[src/rtl/bin2bcd_seq.sv]
// rtl/bin2bcd_seq.sv - sequential shift-add-3 binary-to-BCD converter with overflow and signed input
module bin2bcd_seq #(
    parameter int WIDTH  = 8,
    parameter int DIGITS = 3,
    parameter int SIGNED = 0
) (
    input  logic                  clk,
    input  logic                  rst_n,
    input  logic                  start,
    input  logic [WIDTH-1:0]      bin_in,
    output logic                  ready,
    output logic                  busy,
    output logic                  done,
    output logic [4*DIGITS-1:0]   bcd_out,
    output logic                  sign,
    output logic                  overflow
);

    localparam int BW = 4 * DIGITS;
    localparam int CW = $clog2(WIDTH + 1);

    typedef enum logic [1:0] {
        S_IDLE = 2'd0,
        S_CONV = 2'd1,
        S_DONE = 2'd2
    } state_t;

    state_t           state;
    logic [CW-1:0]    cnt;
    logic [BW-1:0]    bcd_sh;
    logic [BW-1:0]    bcd_adj;
    logic [WIDTH-1:0] mag_sh;
    logic [WIDTH-1:0] mag_load;
    logic             in_neg;
    logic             ovf;
    logic             neg_r;
    logic             nz_r;

    // Operand is negative only when signed mode is enabled and its MSB is set
    always_comb begin
        in_neg = (SIGNED != 0) && bin_in[WIDTH-1];
    end

    // Magnitude as a WIDTH-bit unsigned value; the most negative input maps to 2**(WIDTH-1)
    always_comb begin
        mag_load = in_neg ? (~bin_in + WIDTH'(1)) : bin_in;
    end

    // Add 3 to every digit holding 5..9 so the following left shift carries correctly
    always_comb begin
        bcd_adj = bcd_sh;
        for (int k = 0; k < DIGITS; k++) begin
            if (bcd_sh[4*k +: 4] >= 4'd5) begin
                bcd_adj[4*k +: 4] = bcd_sh[4*k +: 4] + 4'd3;
            end
        end
    end

    // Control FSM and datapath: load, WIDTH shift iterations, then publish results
    always_ff @(posedge clk or negedge rst_n) begin
        if (!rst_n) begin
            state    <= S_IDLE;
            cnt      <= '0;
            bcd_sh   <= '0;
            mag_sh   <= '0;
            ovf      <= 1'b0;
            neg_r    <= 1'b0;
            nz_r     <= 1'b0;
            bcd_out  <= '0;
            sign     <= 1'b0;
            overflow <= 1'b0;
            done     <= 1'b0;
        end else begin
            done <= 1'b0;
            case (state)
                S_IDLE: begin
                    if (start) begin
                        mag_sh <= mag_load;
                        neg_r  <= in_neg;
                        // Nonzero test is taken on the loaded magnitude, since the
                        // shift register is drained to zero by the time DONE is reached
                        nz_r   <= |mag_load;
                        bcd_sh <= '0;
                        ovf    <= 1'b0;
                        cnt    <= CW'(WIDTH);
                        state  <= S_CONV;
                    end
                end
                S_CONV: begin
                    bcd_sh <= {bcd_adj[BW-2:0], mag_sh[WIDTH-1]};
                    mag_sh <= {mag_sh[WIDTH-2:0], 1'b0};
                    ovf    <= ovf | bcd_adj[BW-1];
                    cnt    <= cnt - CW'(1);
                    if (cnt == CW'(1)) begin
                        state <= S_DONE;
                    end
                end
                S_DONE: begin
                    bcd_out  <= bcd_sh;
                    sign     <= neg_r & nz_r;
                    overflow <= ovf;
                    done     <= 1'b1;
                    state    <= S_IDLE;
                end
                default: begin
                    state <= S_IDLE;
                end
            endcase
        end
    end

    // Handshake status is a pure decode of the state register
    always_comb begin
        ready = (state == S_IDLE);
        busy  = ~ready;
    end

endmodule

[config.mk]
export PLATFORM = sky130hd
export DESIGN_NAME = bin2bcd_seq
export DESIGN_NICKNAME = d
export VERILOG_FILES = /design/src/rtl/bin2bcd_seq.sv
export SDC_FILE = /design/constraint.sdc
export NUM_CORES = 1
export LEC_CHECK = 0
export BUFFER_PORTS_ARGS = -buffer_cell sky130_fd_sc_hd__buf_2
export CAP_MARGIN = 20
export CORE_MARGIN = 4
export CORE_UTILIZATION = 25
export CTS_BUF_LIST = sky130_fd_sc_hd__clkbuf_4 sky130_fd_sc_hd__clkbuf_8
export DETAILED_ROUTE_END_ITERATION = 6
export SYNTH_ARGS = -nofsm -noshare
export SYNTH_HDL_FRONTEND = slang
export SYNTH_SLANG_ARGS = --single-unit
[constraint.sdc]
create_clock -name clk -period 1.9 [get_ports clk]
set_input_delay 0.285 -clock clk [delete_from_list [all_inputs] [get_ports clk]]
set_output_delay 0.285 -clock clk [all_outputs]
set_load 0.01 [all_outputs]
Word level (Yosys, flattened, before mapping)

Cells that the tools add are included.
Widths: inputs -> output; s select.

Flip-flop bits (word level): 41
Input bits: 11
Output and inout port bits: 17

$add $sub $neg: 4
Order comparisons: 3
Equal/unequal tests: 5
Muxes and demuxes: 15
Bitwise logic cells: 2
Reduce and logical (&&, ||, !) cells: 4

Operators by type and width:

| operator            | number |
|---|---|
| $pmux 12 s2         | 1 |
| $mux 4              | 4 |
| $pmux 8 s2          | 1 |
| $add 4x2->4 const B | 3 |
| $ge 4x3->1 const B  | 3 |
| $mux 12             | 1 |
| $mux 8              | 1 |
| $pmux 4 s2          | 1 |
| $eq 4x1->1 const B  | 1 |
| $mux 2              | 2 |
| $ne 2x2->1 const B  | 2 |
| $pmux 2 s2          | 1 |
| $reduce_and 2->1    | 2 |
| $sub 4x1->4 const B | 1 |
| $eq 2x1->1 const B  | 1 |
| $eq 2x2->1 const B  | 1 |
| $logic_not 2->1     | 1 |
| $mux 1              | 2 |
| $pmux 1 s2          | 1 |
| $reduce_bool 2->1   | 1 |
| $not 1->1           | 1 |
| $or 1x1->1          | 1 |

Longest topological paths before layout

Gate-level depths: netlist (run 1).

Depth after elaboration: 4
Depth in mapped cells: 5

Worst setup path before layout (run 1)

No wires, ideal clock.

Kind: register -> output
Start: register state[0]
End: output busy
Data arrival time: 1031 ps
Data required time: 1615 ps
Slack: 584 ps
Stages on the path, launching flop included: 5
Path through: dfrtp_1 > buf_2 > buf_4 > nor2_1 > inv_1

Longest elaborated chain between the ends: 2

RTL lines:

| what                     | line | source |
|---|---|---|
| start: declaration       | 28   | `state_t state;` |
| start signal: assignment | 62   | `state <= S_IDLE;` |
| start signal: assignment | 86   | `state <= S_CONV;` |
| start signal: assignment | 95   | `state <= S_DONE;` |
| $logic_not 2->1          | 114  | `ready = (state == S_IDLE);` |
| via ready                | 11   | `output logic ready,` |
| $not 1->1                | 115  | `busy = ~ready;` |
| end: declaration         | 12   | `output logic busy,` |

The timed path passes the listed nets, and every way through them passes these cells.

Worst setup path in the final report (run 1)

Start: register state[1]
End: output busy

Longest elaborated chain between the ends: 2

RTL lines:

| what            | line |
|---|---|
| $logic_not 2->1 | 114 |
| $not 1->1       | 115 |

Every way passes these cells.

==> qor.csv, run 1 <==
stage,metric,value,unit
cells_and_area,syn2layout_area_growth,14.4,%
cells_and_area,fin_nets,246,
route,drc_errors,0,
synthesis,synth_area,2020,µm²
floorplan,rows,32,
sta,period_minus_slack,1540,ps
cells_and_area,drive_above_1_share,18.0,%
setup_path,arrival,1250,ps
setup_path,worst_setup_path_end_kind,primary output,
sta,fin_skew,5.05,ps
synthesis,ys_warn_count,0,
synthesis,synth_top_area_share,50.8,%
synthesis,synth_cell_types,33,
route,via_count,1531,
clock_network,cts_hold_buf,0,
sta,rsz0062_at_grt,no,
clock_network,cts_tree,built,
power,ir_drop,0.404,mV
floorplan,ios,28,
route,drtIter0Drc,106,
route,wl,4.04,mm
power,power_density,1520,nW/µm²
sta,drv_slew,0,
sta,maxSlewHeadroom,36.8,%
placement,dp_slack,366,ps
global_route,track_usage,8.83,%
placement,dpl_cell_area,2220,µm²
cells_and_area,design_area,2310,µm²
run,maxCapViolations,0,
global_route,grt_max_degree,42,
sta,worst_pin_slew,946,ps
synthesis,synth_nets,222,
floorplan,die_h,97.9,µm
placement,dp_hpwl,2.80,mm
clock_network,cts_htree_levels,2,
clock_network,post_cts_buffers,0,
sta,post-route-period-util,80.9,%
global_route,grt_overflow,0,
route,ant_nets,0,
clock_network,cts.sinks,41,
clock_network,clk_path_buf_depth,2,
clock_network,cts.repair.resized,0,
sta,report.final.hold_viol_count,0,
sta,finalWorstSetupSlack,362,ps
synthesis,synthMostInstantiatedCell,dfrtp_1,
synthesis,synth.cells.most_frequent,"dfrtp_1 (41), nand2_1 (28), o21ai_0 (26), inv_1 (18)",
sta,fmax,0.650,GHz
clock_network,clkTransAtPathRegs,80,ps
synthesis,synth_edf_count,0,
floorplan,die_w,97.9,µm
route,first_pass_iters,4,
setup_path,cp_max_fo,17,
synthesis,ys_top_cells_by_area,"dfrtp_1 (51%), o21ai_0 (6.4%), nand2_1 (5.2%), ha_1 (5.0%), inv_1 (3.3%)",
synthesis,ys.flop_type,dfrtp_1,
hold_path,min_path_type,input port to asynchronous set/reset pin,
setup_path,startpoint_type,flip-flop,
synthesis,seq_area_frac_synth,50.8,%
sta,whs,43.5,ps
placement,place.gp.congestion,0.789,
floorplan,dieArea,9590,µm²
setup_path,required,1620,ps
cells_and_area,num_antenna_cells,0,
setup_path,worstSetupPathType,flip-flop to primary output,
synthesis,synth_seq_cells,41,
sta,setup_viol,0,
floorplan,start_util,25.9,%
route,vias_per_cell,4.64,
global_route,grt_pass1_vias,1547,
synthesis,synthCells,203,
placement,io_buffers,26,
synthesis,avgSynthCellArea,9.95,µm²
power,cellLeakagePower,1.11,nW
outcome,status,finished clean,
synthesis,synth-async-reset-ratio,100,%
clock_network,cts-root-buf,clkbuf_8,
global_route,antenna_found_initial,0,
clock_network,insertion_delay,290,ps
route,avgRoutedWirePerCell,12.2,µm
global_route,grt_pass1_wl,6.98,mm
clock_network,cts_buffers,5,
synthesis,synth_largest_area_cell,dfrtp_1,
sta,tns,0,ps
floorplan,coreArea,7810,µm²
-- cells by family after synthesis --
| kind of cell | Yosys count | share of synthesized area (%) |
|---|---|---|
| other | 1 | 0.186 |
| muxes | 3 | 1.61 |
| adders and majority gates | 8 | 4.95 |
| buffers and inverters | 31 | 7.49 |
| and+or+nand+nor | 52 | 12.9 |
| AOI/OAI and AO/OA | 64 | 20.7 |
| xor gates and xnor gates | 3 | 1.30 |
| DFF | 41 | 50.8 |
-- cell type report --
| type | instances | area, µm² |
|---|---|---|
| clock inverters | 2 | 10.0 |
| repair buffers | 30 | 160 |
| multi-input cells | 131 | 843 |
| well taps | 102 | 128 |
| inverters | 18 | 67.6 |
| clock buffers | 6 | 76.3 |
| flip-flops and latches | 41 | 1030 |
| fillers | 807 | 5500 |
-- final timing paths --
path | to | slack, ps | cells after the start | from
worst max-delay path | busy | 360 | 3 | state[1]
worst min-delay path | bcd_out[5] | 40 | 2 | rst_n
worst max register to register | bcd_sh[3] | 400 | 3 | state[1]
worst min register to register | bcd_out[7] | 470 | 2 | bcd_out[7]
max in group asynchronous | cnt[2] | 1490 | 2 | rst_n
min in group clk | mag_sh[0] | 400 | 4 | bin_in[0]
-- cell usage in the layout, fill, tap and decap left out, types with 5 or more instances in the layout --
master	n
ha_1	8
o21ai_0	26
dfrtp_1	41
nand2_1	28
o2111ai_1	6
and3b_1	7
clkbuf_8	5
inv_1	18
nand2b_1	7
buf_2	26
a21oi_1	8
-- routing by layer --
layer / track usage (%) / wire length (µm)
met1: 10.4 / 1850
met5: 0 / 0
met4: 3.62 / 90
met3: 3.21 / 185
met2: 14.5 / 1910
-- through the flow --
stage / utilization (%) / power, mW / cells
3_5_place_dp: 28.5 / 2.97 / 322
4_1_cts: 29.6 / 3.56 / 330
2_1_floorplan: - / 2.58 / 203
6_report: 29.6 / 3.50 / 330
5_1_grt: 29.6 / 3.83 / 330
3_3_place_gp: 28.5 / 2.91 / 322
-- flip-flops by register name, summed over array words and instances (netlist names) --
register and count:
done 1, bcd_sh 12, cnt 4, overflow 1, mag_sh 8, state 2
bcd_out 12, ovf 1
-- critical path, stage by stage, from the launching register on --
cell,delay (ps)
dfrtp_1,550
nor2_1,220
inv_1,50
buf_2,130
-- where the power goes --
part | internal (mW) | switching (mW)
clock network | 0.269 | 0.300
logic | 0.645 | 0.826
registers | 1.21 | 0.248
(Power assumes the default switching activity.)
==> inputs of run 2 (changes only) <==
==> constraint.sdc (replaced) <==
create_clock -name clk -period 1.33 [get_ports clk]
set_input_delay 0.1995 -clock clk [delete_from_list [all_inputs] [get_ports clk]]
set_output_delay 0.1995 -clock clk [all_outputs]
set_load 0.01 [all_outputs]
==> qor.csv, run 2 (same netlist as run 1, synthesis figures left out) <==
stage,metric,value,unit,change
sta,setup_viol,1,,+1
setup_path,reg2reg_depth,5,,+2
floorplan,start_util,25.9,%,unchanged
sta,fin_skew,10.5,ps,+5.47 ps
power,power_density,2290,nW/µm²,+51%
sta,finalWorstSetupSlack,-2.35,ps,-365 ps
setup_path,cp_max_fo,2,,-15
setup_path,r2r_end,bcd_sh[8],,
clock_network,cts_buffers,5,,unchanged
floorplan,coreArea,7810,µm²,unchanged
route,wl_met2,2.32,mm,+21%
clock_network,clkTransAtPathRegs,80,ps,about the same
setup_path,cp-endpoint,bcd_sh[8],,
clock_network,cts_htree_levels,2,,unchanged
setup_path,r2r-start,bcd_sh[4],,
route,ant_nets,0,,unchanged
sta,report.final.hold_viol_count,0,,unchanged
floorplan,dieArea,9590,µm²,unchanged
setup_path,required,1530,ps,-90 ps
setup_path,reg2reg_slack,-2,ps,-400 ps
sta,fmax,0.751,GHz,
sta,rsz0062_at_grt,yes,,
cells_and_area,fin_nets,277,,+13%
global_route,grt_pass1_vias,1616,,+4.5%
setup_path,startpoint_type,flip-flop,,
setup_path,worst_setup_path_end_kind,flip-flop,,
hold_path,min_path_type,input port to flip-flop,,
outcome,violations,negative setup slack,,
clock_network,cts-root-buf,clkbuf_8,,
floorplan,die_h,97.9,µm,unchanged
route,m1WireLength,1.99,mm,+7.3%
cells_and_area,fillers,778,,-3.6%
floorplan,ios,28,,unchanged
placement,dp_hpwl,3.03,mm,+8.4%
global_route,grt_max_degree,42,,unchanged
clock_network,insertion_delay,290,ps,about the same
placement,io_buffers,26,,unchanged
sta,post-route-period-util,100,%,
route,dr_wl_met3,171,µm,-7.6%
cells_and_area,register_area,1030,µm²,unchanged
power,cellLeakagePower,1.33,nW,+19%
clock_network,cts.sinks,41,,unchanged
sta,drv_slew,0,,unchanged
route,drtIter0Drc,78,,-26%
global_route,track_usage,9.18,%,+0.35 points
cells_and_area,final_cell_mix,"dfrtp_1 (41), nand2_1 (28), buf_4 (28), o21ai_0 (26), buf_2 (26)",,
route,via_count,1634,,+6.7%
route,vias_per_cell,4.53,,-2.4%
clock_network,clk_path_buf_depth,2,,unchanged
sta,whs,324,ps,+281 ps
sta,period_minus_slack,1330,ps,
route,dr.max_layer_used,met4,,
cells_and_area,fin_util,35.1,%,+5.5 points
power,design_power_total,6.28,mW,+79%
cells_and_area,layout_commonest_cell,dfrtp_1,,
global_route,grt_overflow,0,,unchanged
cells_and_area,num_antenna_cells,0,,unchanged
cells_and_area,drive_above_1_share,36.3,%,+18 points
setup_path,arrival,1530,ps,+280 ps
global_route,antenna_found_initial,0,,unchanged
setup_path,startpoint,bcd_sh[4],,
floorplan,die_w,97.9,µm,unchanged
route,avgRoutedWirePerCell,12.5,µm,+2.6%
clock_network,cts_tree,built,,
outcome,status,"complete, but fails checks",,
route,wl,4.53,mm,+12%
power,ir_drop,0.569,mV,+41%
cells_and_area,multi_input_area,965,µm²,+14%
placement,dp_slack,-88.7,ps,-455 ps
run,maxCapViolations,0,,unchanged
route,drc_errors,0,,unchanged
setup_path,worstSetupPathType,flip-flop to flip-flop,,
floorplan,rows,32,,unchanged
route,first_pass_iters,4,,unchanged
global_route,grt_pass1_wl,7.27,mm,+4.3%
placement,dp.cells,336,,+4.3%
placement,place.gp.congestion,0.796,,+0.82%
cells_and_area,final_cells,361,,+9.4%
cells_and_area,top_regs,"bcd_out: 12 flops, bcd_sh: 12 flops, mag_sh: 8 flops",,
cells_and_area,syn2layout_area_growth,35.7,%,
-- run 2: cell types whose count changed in the layout (fill, tap and decap cells not counted), moves of 3 or more --
| cell | delta |
|---|---|
| buf_4 | +24 |
| buf_6 | +4 |
| ha_1 | -6 |
| ha_2 | +4 |
| inv_1 | -4 |
| inv_2 | +4 |
| nor2b_1 | -4 |
| nor2b_4 | +3 |
| o2111ai_1 | -3 |
| o2111ai_2 | +3 |
-- run 2: layer usage --
layer	track usage, %	up-vias
met2	15.5	22
met1	10.9	790
met3	2.64	6
met4	3.94	0
met5	0	-
li1	-	816
-- run 2: final cells by class --
class | count | area share [%]
Timing Repair Buffer | 61 | 15.9
Tap cell | 102 | 4.66
Sequential cell | 41 | 37.4
Inverter | 18 | 2.46
Clock inverter | 1 | 1.10
Multi-Input combinational cell | 131 | 35.2
Clock buffer | 7 | 3.29
-- run 2: what timing repair did --
action / CTS / global route
pin swaps: 0 / 4
gates resized for setup: 12 / 25
endpoints found under the hold margin: 41 / 0
endpoints found under the setup margin: 16 / 17
hold buffers: 1 / 0
buffers inserted: 8 / 7
cloned: 0 / 1
-- run 2: worst min path at each step --
stage	end	startpoint	cells past startpoint
2_1_floorplan	bcd_out[0]	rst_n	0
3_3_place_gp	bcd_sh[7]	rst_n	2
3_5_place_dp	bcd_out[6]	rst_n	2
4_1_cts	mag_sh[0]	bin_in[0]	4
5_1_grt	mag_sh[2]	bin_in[2]	4
6_report	mag_sh[0]	bin_in[0]	4
-- run 2: per-stage QoR --
stage                     setup TNS (ps)  instance area (µm²)
after floorplan                        0                 2020
after CTS                          -20.0                 2580
after global routing                -341                 2740
after global placement                 0                 2350
final                              -2.35                 2740
after detailed placement            -167                 2350
-- run 2: power by group --
part	internal [mW]	total [mW]	switching, mW
Combinational	1.62	3.19	1.57
Sequential	1.73	2.04	0.307
Clock	0.632	1.04	0.411
Total	3.99	6.28	2.29
-- run 2: critical path: stages, from the launching register on --
cell and delay [ps]:
dfrtp_1 390, buf_4 140, buf_4 120, o21ai_0 210
xnor2_1 110, o32ai_1 270
